### config.mk
export PLATFORM = sky130hd
export DESIGN_NAME = memory_port_arbiter
export DESIGN_NICKNAME = d
export VERILOG_FILES = /design/src/rtl/memory_port_arbiter.sv
export SDC_FILE = /design/constraint.sdc
export NUM_CORES = 1
export LEC_CHECK = 0
export ABC_CLOCK_PERIOD_IN_PS = 3700
export CAP_MARGIN = 20
export CELL_PAD_IN_SITES_DETAIL_PLACEMENT = 1
export CELL_PAD_IN_SITES_GLOBAL_PLACEMENT = 2
export CORE_MARGIN = 5
export CORE_UTILIZATION = 19
export DETAILED_ROUTE_END_ITERATION = 7
export HOLD_SLACK_MARGIN = 0.1
export PLACE_DENSITY = 0.78
export SLEW_MARGIN = 30
export SYNTH_ARGS = -nofsm -noshare
export SYNTH_HDL_FRONTEND = slang
export SYNTH_SLANG_ARGS = --single-unit
### constraint.sdc
create_clock -name clk -period 3.7 [get_ports clk]
set_clock_uncertainty 0.1 [all_clocks]
set_input_delay 0.555 -clock clk [delete_from_list [all_inputs] [get_ports clk]]
set_output_delay 0.555 -clock clk [all_outputs]
set_load 0.02 [all_outputs]
### src/rtl/memory_port_arbiter.sv
// memory_port_arbiter
//   Shares one single-port memory group between the fetch port (IF) and the
//   load/store port (MEM). Grants one request per cycle, tracks in-flight reads
//   through a 2-stage tag pipe and returns read data to the owning requester.
//   A saturating starvation counter forces an IF win after STARVE_LIMIT denials.
//   Optional performance counters: define MEM_ARB_PERF_EN to enable them.

`ifndef DATAWIDTH_BYTE
`define DATAWIDTH_BYTE  2'b00
`endif
`ifndef DATAWIDTH_SHORT
`define DATAWIDTH_SHORT 2'b01
`endif
`ifndef DATAWIDTH_WORD
`define DATAWIDTH_WORD  2'b10
`endif

module memory_port_arbiter #(
  parameter int unsigned DATA_DEPTH   = 4096,
  parameter int unsigned STARVE_LIMIT = 4,
  localparam int unsigned ADDR_W      = 2 + $clog2(DATA_DEPTH)
) (
  input  logic              clk,
  input  logic              rst,
  input  logic              if_req,
  input  logic [ADDR_W-1:0] if_addr,
  output logic              if_gnt,
  output logic              if_rvalid,
  output logic [31:0]       if_rdata,
  input  logic              d_req,
  input  logic              d_we,
  input  logic [1:0]        d_width,
  input  logic [ADDR_W-1:0] d_addr,
  input  logic [31:0]       d_wdata,
  output logic              d_gnt,
  output logic              d_rvalid,
  output logic [31:0]       d_rdata,
  output logic              mem_we,
  output logic [1:0]        mem_data_width,
  output logic [ADDR_W-1:0] mem_addr,
  output logic [31:0]       mem_write_data,
  input  logic [31:0]       mem_read_data,
  output logic [31:0]       perf_if_stall,
  output logic [31:0]       perf_conflicts
);

  logic [3:0] starve_cnt;
  logic       starved;
  logic       s0_valid, s0_if;
  logic       s1_valid, s1_if;
  logic [1:0] d_width_eff;

  assign starved     = (starve_cnt == 4'(STARVE_LIMIT));
  assign d_width_eff = (d_width == 2'b11) ? `DATAWIDTH_WORD : d_width;

  // Grants are suppressed while reset is asserted so nothing reaches memory.
  assign if_gnt = ~rst & if_req & (~d_req | starved);
  assign d_gnt  = ~rst & d_req & (~if_req | ~starved);

  // Shared memory port mux; idle and IF cycles never write.
  always_comb begin
    mem_we         = 1'b0;
    mem_data_width = `DATAWIDTH_WORD;
    mem_addr       = '0;
    mem_write_data = '0;
    if (if_gnt) begin
      mem_addr = if_addr;
    end else if (d_gnt) begin
      mem_we         = d_we;
      mem_data_width = d_width_eff;
      mem_addr       = d_addr;
      mem_write_data = d_wdata;
    end
  end

  // Starvation counter: counts consecutive denied IF cycles, saturating.
  always_ff @(posedge clk or posedge rst) begin
    if (rst) begin
      starve_cnt <= '0;
    end else if (if_req & ~if_gnt) begin
      if (!starved) starve_cnt <= starve_cnt + 4'd1;
    end else begin
      starve_cnt <= '0;
    end
  end

  // Read tag pipe: stage0 marks the cycle memory data is presented,
  // stage1 drives the rvalid pulse alongside the captured data.
  always_ff @(posedge clk or posedge rst) begin
    if (rst) begin
      s0_valid <= 1'b0;
      s0_if    <= 1'b0;
      s1_valid <= 1'b0;
      s1_if    <= 1'b0;
    end else begin
      s0_valid <= if_gnt | (d_gnt & ~d_we);
      s0_if    <= if_gnt;
      s1_valid <= s0_valid;
      s1_if    <= s0_if;
    end
  end

  // Read data capture; each register holds until its owner's next read.
  always_ff @(posedge clk or posedge rst) begin
    if (rst) begin
      if_rdata <= '0;
      d_rdata  <= '0;
    end else if (s0_valid) begin
      if (s0_if) if_rdata <= mem_read_data;
      else       d_rdata  <= mem_read_data;
    end
  end

  assign if_rvalid = s1_valid & s1_if;
  assign d_rvalid  = s1_valid & ~s1_if;

`ifdef MEM_ARB_PERF_EN
  logic [31:0] stall_q, conflict_q;

  // Free-running, wrapping performance counters.
  always_ff @(posedge clk or posedge rst) begin
    if (rst) begin
      stall_q    <= '0;
      conflict_q <= '0;
    end else begin
      if (if_req & ~if_gnt) stall_q    <= stall_q + 32'd1;
      if (if_req & d_req)   conflict_q <= conflict_q + 32'd1;
    end
  end

  assign perf_if_stall  = stall_q;
  assign perf_conflicts = conflict_q;
`else
  assign perf_if_stall  = '0;
  assign perf_conflicts = '0;
`endif

endmodule

# --- Word level (Yosys, flattened, before mapping) ---
# Index checks and enable logic that the tools add are counted.
classes:
  n_addsub: 1
  n_eq_ne: 3
  mux: 11
  bitwise: 19
  reduce_logical: 2
ops:
  columns: ["cell", "count"]
  rows:
  - ["32-bit two-way mux", 2]
  - ["14-bit two-way mux", 2]
  - ["1-bit AND", 8]
  - ["4-bit two-way mux", 2]
  - ["1-bit NOT", 8]
  - ["2-bit two-way mux", 3]
  - ["4-bit by 1-bit adder with 4-bit output (second input constant)", 1]
  - ["4-bit by 3-bit == test with 1-bit output (second input constant)", 1]
  - ["2-bit AND reduction", 2]
  - ["1-bit bitwise OR", 3]
  - ["2-bit == test (second input constant)", 1]
  - ["1-bit two-way mux", 2]
  - ["2-bit != test (second input constant)", 1]
word_totals:
  regBits: 72
  input_bits: 99
  out_inout_bits: 181
  wordCells: 43

# --- Depth between registers and ports, before layout ---
depth:
  depth_word: 6
  mapped_depth: 6
  mapped_depth_nobuf: 5

# --- Worst setup path after synthesis ---
# OpenSTA, ideal clock, no wires.
synth_path:
  path_type: "input -> output"
  from: "input rst"
  to: "output mem_write_data[22]"
  t_arrival_ps: 3125
  t_required_ps: 3045
  slack_ps: -80
  stages: 4
  n_path_buf: 1
  path_cell_list: "inv_1 o211a_1 clkbuf_1 and2_1"
synth_via:
  elab_chain_len: 5
  elab_cells_between_ends: 7
  classes_between: "mux: 2; bitwise: 5"
synth_lines:
  columns: ["item", "line_no", "rtl"]
  rows:
  - ["from (decl)", "24", "input logic rst,"]
  - ["1-bit NOT", "58", "assign d_gnt = ~rst & d_req & (~if_req | ~starved);"]
  - ["1-bit AND (2 in series)", "58", null]
  - ["named net d_gnt", "35", "output logic d_gnt,"]
  - ["32-bit two-way mux", "68", "end else if (d_gnt) begin"]
  - ["32-bit two-way mux", "66", "if (if_gnt) begin"]
  - ["to (decl)", "41", "output logic [31:0] mem_write_data,"]
# The timed path passes the listed nets, and every way through them passes these cells.

# --- Worst setup path after layout ---
layout_path:
  from: "input if_req"
  to: "output mem_addr[8]"
layout_via:
  elab_chain_len: 5
  elab_cells_between_ends: 7
  classes_between: "mux: 2; bitwise: 5"
layout_lines:
  columns: ["item", "line_no", "rtl"]
  rows:
  - ["from (decl)", "25", "input logic if_req,"]
  - ["1-bit NOT", "58", null]
  - ["1-bit bitwise OR", "58", null]
  - ["1-bit AND", "58", null]
  - ["14-bit two-way mux", "68", null]
  - ["14-bit two-way mux *", "66", null]
  - ["to (decl)", "40", "output logic [ADDR_W-1:0] mem_addr,"]
# Mark *: on every way between the ends. The rest lies on a longest branch, timed or not.

==> summary.md <==
| Metric | Value |
|---|---|
| Status | completed |
| Final setup margin | 0.3158 ns |
| Clock power share | 28.4% |
| Total number of vias | 2816 |
| Hold EP | s1_valid |
| Worst R2R End | starve_cnt[2] |
| Yosys reg bits | a little over 70 |
| Crit path capture type | output port |
| Worst Hold Depth | 0 |
| Clock-pin slew on the worst setup and hold paths | approximately 0.050 ns |
| Share of cells above drive strength 1 | ~20% |
| Worst EP arrival | around 2.7 ns |
| Setup slack at placement | 0.3247 ns |
| Final setup fails | 0 |
| Antenna-violating nets left | 0 |
| Flop pwr share | 33.8% |
| WHS | between 0.3 and 0.4 ns |
| Routed len/inst | 16.18 um |
| Top cell type's share of synthesized area | 49.62% |
| Slew margin rel. | 53.31% |
| RSZ-0062 raised after global routing | no |
| Num rows | 50 |
| Vias in the first global route | between 3000 and 4000 |
| Least-Margin Pin Slew | around 0.70 ns |
| Chip height | 148.2 um |
| Largest net degree at the start of global routing | 74 |
| Most frequent cells in the layout | clkdlybuf4s50_1, dfrtp_1, conb_1 |
| Startpoint Class | primary input |
| H-tree Lvls | 3 |
| First-pass GRT wire length | 18.51 mm |
| CTS tree | built |
| CTS Buffer Depth | 2 |
| # DRC | 0 |
| Primary FF master, synth | dfrtp_1 |
| Psw | 1.010 mW |
| Mean Syn Cell Area | 12.61 um^2 |
| Via density | 3.780 |
| Post-route minimum period | 3.384 ns |
| TritonCTS Buffers | 9 |
| Endpoints failing hold | 0 |
| Post-synth top area cell | dfrtp_1 |
| Ports | 280 |
| Cts hold-fix bufs | 0 |
| Post-layout util | 32.95% |
| Post-CTS setup repair buffer count | 0 |
| Die Width | between 100 and 150 um |
| MaxCap Viol Count | 0 |
| Sw Share | 31.58% |
| DPL Wire Length | 9.602 mm |
| Maximum VDD drop | about 170 uV |
| Netlist cell types | 29 |
| Post-cts sizing count | 0 |
| Initial antenna violation count | 0 |
| Worst skew pair latency | 0.34 ns |
| Fin nets | roughly 600 |
| Max Slew Vio Count | 0 |
| N_diodes | 0 |
| Grt ovf | 0 |
| Drt pass-1 iters | 4 |
| Critical path type | in2out |
| P_leak | 2.592 nW |
| PortBufs | 215 |
| Final WL | 12.06 mm |
| CTS Sinks | 72 |
| Sequential-to-total area share from yosys stat | 49.62% |
| Cells after Synth | between 200 and 300 |
| Commonest non-fill, non-tap cell in the layout | clkdlybuf4s50_1 |
| Fin crit share | 91.46% |
| Power Dens Cells | slightly above 500 mW/mm^2 |
| Gate power share | between 30 and 40% |
| Main area contributors after synthesis | dfrtp_1, mux2_2, buf_4, and2_1, a22o_2 |
| Ys async rst share | 100.0% |
| CP max FO | 16 |
| Hold Crit Class | reg2reg |
| Setup Total Neg Slack | 0 ns |
| Warning count from the yosys run | 0 |
| Overall Global Routing Usage | 10.70% |
| Post-Syn Area | between 0.003 and 0.004 mm^2 |
| Fmax | 295.5 MHz |
| Pint | 2.189 mW |
| Hold Crit Start | s0_valid |
| DRT iter0 DRCs | 37 |
| RePlAce Congestion | 0.8083 |
| Initial core utilization | 19.35% |
| DIE AREA | between 0.02 and 0.025 mm^2 |
| Synth-to-layout area growth | 70.30% |
| Core Footprint | 0.01877 mm^2 |
| Worst r2r src | starve_cnt[0] |
| WP data required | 3.04 ns |
| R2R Setup Slk | 1.69 ns |
| EDFF count, synth | 0 |
| Root Buffer | clkbuf_16 |
| R2r worst-path depth | 6 |
## through the flow
step                      power, mW  cells  cell area, um^2
after floorplan               1.715    351             3871
after global placement        2.279    727             5819
after detailed placement      2.318    729             5862
after CTS                     3.259    745             6180
after global routing          3.372    745             6183
final                         3.199    745             6183
## how the worst max path moves through the flow
| stage | start | to | slack [ns] | cells after the start |
|---|---|---|---|---|
| floorplan | rst | mem_write_data[22] | 0.59 | 4 |
| global placement | if_req | mem_addr[4] | 0.42 | 5 |
| detailed placement | if_req | mem_addr[8] | 0.32 | 5 |
| CTS | starve_cnt[0] | mem_addr[8] | 0.28 | 6 |
| global route | starve_cnt[0] | mem_addr[8] | 0.15 | 6 |
| finish | if_req | mem_addr[8] | 0.32 | 5 |
## power groups by stage
stage                     Clock (mW)  Sequential [mW]  Combinational [mW]
final                          0.910             1.08                1.21
after floorplan                    0             1.32               0.391
after detailed placement           0             1.10                1.22
after global placement             0             1.09                1.19
after global routing           0.984             1.11                1.28
after CTS                      0.948             1.09                1.22
## logic make-up after synthesis
| kind of cell | share of synthesized area (%) |
|---|---|
| buffers and inverters | 15.58 |
| other | 0.1033 |
| adder cells (fa/ha/maj) | 0.6891 |
| AND/OR/NAND/NOR | 7.684 |
| flip-flops | 49.62 |
| multiplexers | 19.85 |
| AO/OA/AOI/OAI | 5.996 |
| XOR/XNOR | 0.4825 |
## sequential cells by signal, summed over array words and instances (netlist names)
name	flops
s0_if	1
starve_cnt	4
if_rdata	32
s1_if	1
s0_valid	1
s1_valid	1
d_rdata	32
## critical path, cell delays in order
cell and delay, ns:
clkdlybuf4s50_1 0.50, inv_1 0.14, a211oi_4 0.64, a22o_2 0.27, clkdlybuf4s50_1 0.62
## Yosys cell counts (2+ instances only)
library cell and n:
a22o_2 14, and2_1 34, buf_2 8, buf_4 64, clkbuf_1 4, dfrtp_1 72
ha_1 2, inv_1 5, mux2_1 2, mux2_2 62, nand3_1 2, nor2b_1 2
## metal layers
layer | vias to the layer above | part of all wire (%) | global-route usage [%] | wire length, um
met5 | - | 0 | 0 | 0
met4 | 0 | 1.8 | 3.510 | 219
met3 | 18 | 9.1 | 4.631 | 1094
met2 | 157 | 50 | 18.22 | 6052
met1 | 1359 | 39 | 12.07 | 4689
li1 | 1282 | - | - | -
## final cells by class
class | instances | area [um^2]
clock buffers | 12 | 266.5
flip-flops and latches | 72 | 1802
clock inverters | 4 | 51.30
inverters | 5 | 22.52
multi-input cells | 197 | 1508
repair buffers | 221 | 2241
fillers | 2074 | 12580
well taps | 234 | 292.8
Power figures use the tool's default switching activity.
